--- config.mk ---
export PLATFORM = sky130hd
export DESIGN_NAME = wb_write_ctrl
export DESIGN_NICKNAME = d
export VERILOG_FILES = /design/src/rtl/wb_write_ctrl.sv
export SDC_FILE = /design/constraint.sdc
export NUM_CORES = 1
export LEC_CHECK = 0
export ABC_AREA = 1
export CORE_MARGIN = 2
export CORE_UTILIZATION = 45
export CTS_CLUSTER_SIZE = 12
export DETAILED_ROUTE_END_ITERATION = 8
export GPL_TIMING_DRIVEN = 1
export PLACE_DENSITY = 0.75
export SLEW_MARGIN = 20
export SYNTH_ARGS = -nofsm -noshare
export SYNTH_HDL_FRONTEND = slang
export SYNTH_SLANG_ARGS = --single-unit
--- constraint.sdc ---
create_clock -name clk -period 3.42 [get_ports clk]
set_input_delay 0.684 -clock clk [delete_from_list [all_inputs] [get_ports clk]]
set_output_delay 0.684 -clock clk [all_outputs]
set_load 0.005 [all_outputs]
--- src/rtl/wb_write_ctrl.sv ---
`default_nettype none
// ============================================================================
// Module   : wb_write_ctrl
// Purpose  : Write-back controller in front of the register bank. It buffers
//            tagged ALU results in a small FIFO and retires one entry per
//            cycle as a registered data bus plus a one-hot write enable. It
//            also exports a pending-write mask for RAW hazard stalls.
// Options  : WB_R0_ZERO_EN - register 0 is hard-wired zero. Writes to it
//            still occupy a slot and a pop cycle, but never raise an enable.
// Revision : 1.0 - initial release
// ============================================================================
module wb_write_ctrl #(
    parameter int DATA_W = 16,
    parameter int NREG   = 16,
    parameter int ADDR_W = 4,
    parameter int DEPTH  = 4
) (
    input  logic                       clk,
    input  logic                       reset,
    input  logic                       flush,
    input  logic                       in_valid,
    output logic                       in_ready,
    input  logic [ADDR_W-1:0]          in_dest,
    input  logic [DATA_W-1:0]          in_data,
    output logic [DATA_W-1:0]          alu_bus,
    output logic [NREG-1:0]            reg_enable,
    output logic [NREG-1:0]            pending,
    output logic [$clog2(DEPTH+1)-1:0] count
);

    localparam int PTR_W = $clog2(DEPTH);
    localparam int CNT_W = $clog2(DEPTH+1);

    // FIFO storage; contents need no reset because occupancy tracks validity
    logic [ADDR_W-1:0] dest_mem [DEPTH];
    logic [DATA_W-1:0] data_mem [DEPTH];

    logic [PTR_W-1:0]  wr_ptr;
    logic [PTR_W-1:0]  rd_ptr;
    logic              push;
    logic              pop;
    logic [ADDR_W-1:0] head_dest;
    logic [DATA_W-1:0] head_data;
    logic              head_is_r0;
    logic [NREG-1:0]   buffered_mask;

    assign head_dest = dest_mem[rd_ptr];
    assign head_data = data_mem[rd_ptr];

`ifdef WB_R0_ZERO_EN
    // Writes to the zero register are swallowed at the output stage
    assign head_is_r0 = (head_dest == '0);
`else
    assign head_is_r0 = 1'b0;
`endif

    // Acceptance depends only on occupancy, never on the same-cycle pop
    assign in_ready = reset && !flush && (count < CNT_W'(DEPTH));
    assign push     = in_valid && in_ready;
    assign pop      = reset && !flush && (count != '0);

    // Capture accepted results at the tail of the FIFO
    always_ff @(posedge clk) begin
        if (push) begin
            dest_mem[wr_ptr] <= in_dest;
            data_mem[wr_ptr] <= in_data;
        end
    end

    // Pointers, occupancy and the registered output stage
    always_ff @(posedge clk) begin
        if (!reset) begin
            wr_ptr     <= '0;
            rd_ptr     <= '0;
            count      <= '0;
            alu_bus    <= '0;
            reg_enable <= '0;
        end else if (flush) begin
            // The bank still captures whatever was presented this cycle
            wr_ptr     <= '0;
            rd_ptr     <= '0;
            count      <= '0;
            reg_enable <= '0;
        end else begin
            if (push) begin
                wr_ptr <= wr_ptr + 1'b1;
            end
            if (pop) begin
                rd_ptr <= rd_ptr + 1'b1;
                if (head_is_r0) begin
                    reg_enable <= '0;
                end else begin
                    alu_bus    <= head_data;
                    reg_enable <= NREG'(1) << head_dest;
                end
            end else begin
                reg_enable <= '0;
            end
            case ({push, pop})
                2'b10:   count <= count + 1'b1;
                2'b01:   count <= count - 1'b1;
                default: count <= count;
            endcase
        end
    end

    // OR together the destinations of every occupied FIFO slot
    always_comb begin
        buffered_mask = '0;
        for (int i = 0; i < DEPTH; i++) begin
            // Distance of slot i from the head, modulo DEPTH
            if (CNT_W'(PTR_W'(i) - rd_ptr) < count) begin
                buffered_mask = buffered_mask | (NREG'(1) << dest_mem[i]);
            end
        end
    end

    // Hazard mask: buffered writes plus the one on the output stage
    always_comb begin
        pending = '0;
        if (reset) begin
            pending = buffered_mask | reg_enable;
        end
`ifdef WB_R0_ZERO_EN
        pending[0] = 1'b0;
`endif
    end

endmodule
`default_nettype wire
==> metrics.md, run 1 <==
| Metric | Value |
|---|---|
| Via Count | `4,716` |
| R2r worst-path depth | `9` |
| CP Capture Type | `output port` |
| Tcrit/Tclk final | `97.2%` |
| Main synth FF type | `edfxtp_1` |
| Seq/Total Area, Yosys | `56.9%` |
| CTS max path bufs | `2` |
| Pwr Total | `3650 uW` |
| Avg Cell Area, Syn | `9.08 um^2` |
| Endpoints failing hold | `0` |
| Initial antenna violation count | `0` |
| EDFF count, synth | `80` |
| Vias in the first global route | `4,584` |
| CP Buf/Inv Count | `5` |
| CTS buffer count | `17` |
| Post-Syn Instances | `624` |
| Starting Density | `46.6%` |
| Largest vdd supply drop | `0.430 mV` |
| RSZ-0062 raised after global routing | `yes` |
| Ant diodes | `0` |
| Count leader, synth | `nor2_1` |
| Post-DP Area | `6550 um^2` |
| Die area | `13,500 um^2` |
| Fin area | `7330 um^2` |
| ANT nets after route | `0` |
| Ports | `76` |
| Clock Latency Late Sink | `410 ps` |
| Least-Margin Pin Slew | `450 ps` |
| WL/cell | `16.3 um` |
| Core Area | `12,200 um^2` |
| Setup TNS | `0 ps` |
| Die height | `116 um` |
| Cell mode on critical path | `inv_1` |
| Worst R2R End | `count[1]` |
| Hold Path Class | `reg2reg` |
| TritonCTS clock tree | `built` |
| CP arrival | `2640 ps` |
| Cell taking the most area after synthesis | `edfxtp_1` |
| Htree depth | `4` |
| Crit path cell chain | `inv_2, ha_4, inv_1, ha_1, a21oi_1, nand2_4, inv_1, nand2_1, nand4_1, nand2_1, inv_1, clkdlybuf4s50_1` |
| DR iter-0 viols | `392` |
| Fraction of layout cells with a size suffix above 1 | `11.1%` |
| Largest net degree at the start of global routing | `37` |
| GRT Total Usage | `22.3%` |
| CTS Root Cell | `clkbuf_16` |
| Detailed Route WL | `14.4 mm` |
| Relative slew slack | `70.0%` |
| Leak pwr | `0.00302 uW` |
| Hold_sp | `alu_bus[4]` |
| Crit-path max cell delay | `490 ps` |
| Status | `complete, no violations` |
| CTS sink cnt | `121` |
| IO buf count | `75` |
| Largest cells by area after synthesis | `edfxtp_1, dfxtp_1, nor2_1, nand2_1, o21ai_0` |
| Congestion Overflow GR | `0` |
| Final Skew | `4.86 ps` |
| First-pass GRT wire length | `22.5 mm` |
| Nets | `745` |
| Reg clk slew, reported paths | `60 ps` |
| Post-DR vias/cell | `5.32` |
| WHS Endpoint | `alu_bus[4]` |
| Area share of the largest cell type after synthesis | `42.4%` |
| Die Wd | `116 um` |
| Number of iterations in the first detailed-routing pass | `5` |
| WP data required | `2740 ps` |
| Post-route minimum period | `3320 ps` |
| RD Place Congestion | `0.964` |
| Synth-to-layout area growth | `29.4%` |
| CP delay by family, top | `buffers and inverters` |
| Setup CP Type | `reg2out` |
| Synth unique cells | `31` |
| Final setup viols | `0` |
| Critical-path top delay cell | `clkdlybuf4s50_1` |
| Crit path max fanout | `13` |
| Synth Net Count | `663` |
| Cells on Worst Hold Path | `2` |
| Max Clock Freq | `301 MHz` |
| Slew Limit Fails | `0` |
| PwrDens | `498 nW/um^2` |
| Row count | `40` |
| Synth top cells by count | `nor2_1, edfxtp_1, nand2_1` |
| Cell Area, Synth | `5660 um^2` |
| Worst Setup Start Kind | `flip-flop` |
| Max Cap Viol | `0` |
| Critical R2R Launch | `count[2]` |
| Synth async-reset ratio | `0%` |
| Worst reg2reg setup slack | `1530 ps` |
| Yosys warns | `0` |
| FF+latch count, synth | `121` |
| Post-DP HPWL | `9.72 mm` |
| DRC violations left | `0` |
## cell type report
type	instances	area, um^2
fillers	994	4830
flip-flops and latches	121	3230
multi-input cells	422	2150
repair buffers	90	897
clock buffers	18	439
well taps	168	210
clock inverters	14	206
inverters	54	205
## where the power goes
group          switching, uW  internal [uW]  total, uW  leakage [uW]
Sequential              10.1           1570       1580       0.00105
Clock                    672           1260       1930      0.000314
Combinational           82.9           57.5        140       0.00165
Total                    765           2890       3650       0.00302
## registers in the layout, indices dropped and copies added, names as in the netlist, named ones only
register	count
data_mem	64
count	3
dest_mem	16
rd_ptr	2
reg_enable	16
wr_ptr	2
alu_bus	16
## layout by cell type (no fill, tap or decap), drive strengths merged
cell and n:
nand2 66, a31oi 16, o21ai 60, dfxtp 41, inv 61, nor2 171, clkinv 2, nand3 42
clkinvlp 1, buf 15, fa 1, bufinv 4, dlymetal6s2s 12, nand4 21, o21bai 3, nor4 1
a21oi 20, clkbuf 18, clkdlybuf4s50 63, xor2 2, edfxtp 80, nor3 4, a211oi 1, ha 14
## per-stage QoR
stage / instances / utilization (%) / setup slack [ps] / hold WS [ps]
finish: 887 / 60.3 / 97.1 / 521
global route: 887 / 60.3 / -30.0 / 541
CTS: 883 / 59.2 / 0.667 / 521
detailed placement: 851 / 53.8 / 336 / 510
global placement: 851 / 53.8 / 424 / 510
floorplan: 624 / - / 682 / 510
## worst max path at each step
stage	from	to	slack, ps	cells past startpoint
after floorplan	rd_ptr[1]	pending[8]	680	15
after global placement	rd_ptr[1]	pending[0]	420	14
after detailed placement	rd_ptr[1]	pending[0]	340	14
after CTS	rd_ptr[1]	pending[0]	0.7	14
after global routing	rd_ptr[1]	pending[2]	-30	14
final	rd_ptr[1]	pending[2]	100	12
## worst min-delay path: cells and delay by family (launching register included)
| kind | cells | cell delay, ps |
|---|---|---|
| AOI/OAI and AO/OA | 2 | 160 |
| DFF | 1 | 310 |
## layer usage
| layer | track usage, % | wire, um | share of wire [%] |
|---|---|---|---|
| met5 | 0 | 0 | 0 |
| met3 | 4.77 | 740 | 5.1 |
| met2 | 38.6 | 7200 | 50 |
| met1 | 26.4 | 6050 | 42 |
| met4 | 10.9 | 449 | 3.1 |
## cells by family (layout without fill, tap and decap cells)
family,after synthesis,after routing,share of synthesized area [%]
xor gates and xnor gates,2,2,0.309
buffers and inverters,81,176,6.49
and+or+nand+nor,305,305,23.5
DFF,121,121,56.9
adders and majority gates,15,15,3.45
AOI/OAI and AO/OA,100,100,9.37
## what timing repair did
item,in CTS,in global routing
hold buffers,0,0
gates resized for setup,4,28
pin swaps,0,4
setup endpoints to repair,16,16
setup buffers,0,4
Note: power is estimated with default switching activity, not from simulation.
==> inputs of run 2 (changes only) <==
--- a/config.mk
+++ b/config.mk
@@ -8,7 +8,7 @@
 export ABC_AREA = 1
 export CORE_MARGIN = 2
 export CORE_UTILIZATION = 45
-export CTS_CLUSTER_SIZE = 12
+export CTS_CLUSTER_SIZE = 30
 export DETAILED_ROUTE_END_ITERATION = 8
 export GPL_TIMING_DRIVEN = 1
 export PLACE_DENSITY = 0.75
==> results of run 2 <==
Same layout as run 1: the final DEF is identical, and so are final timing and power.
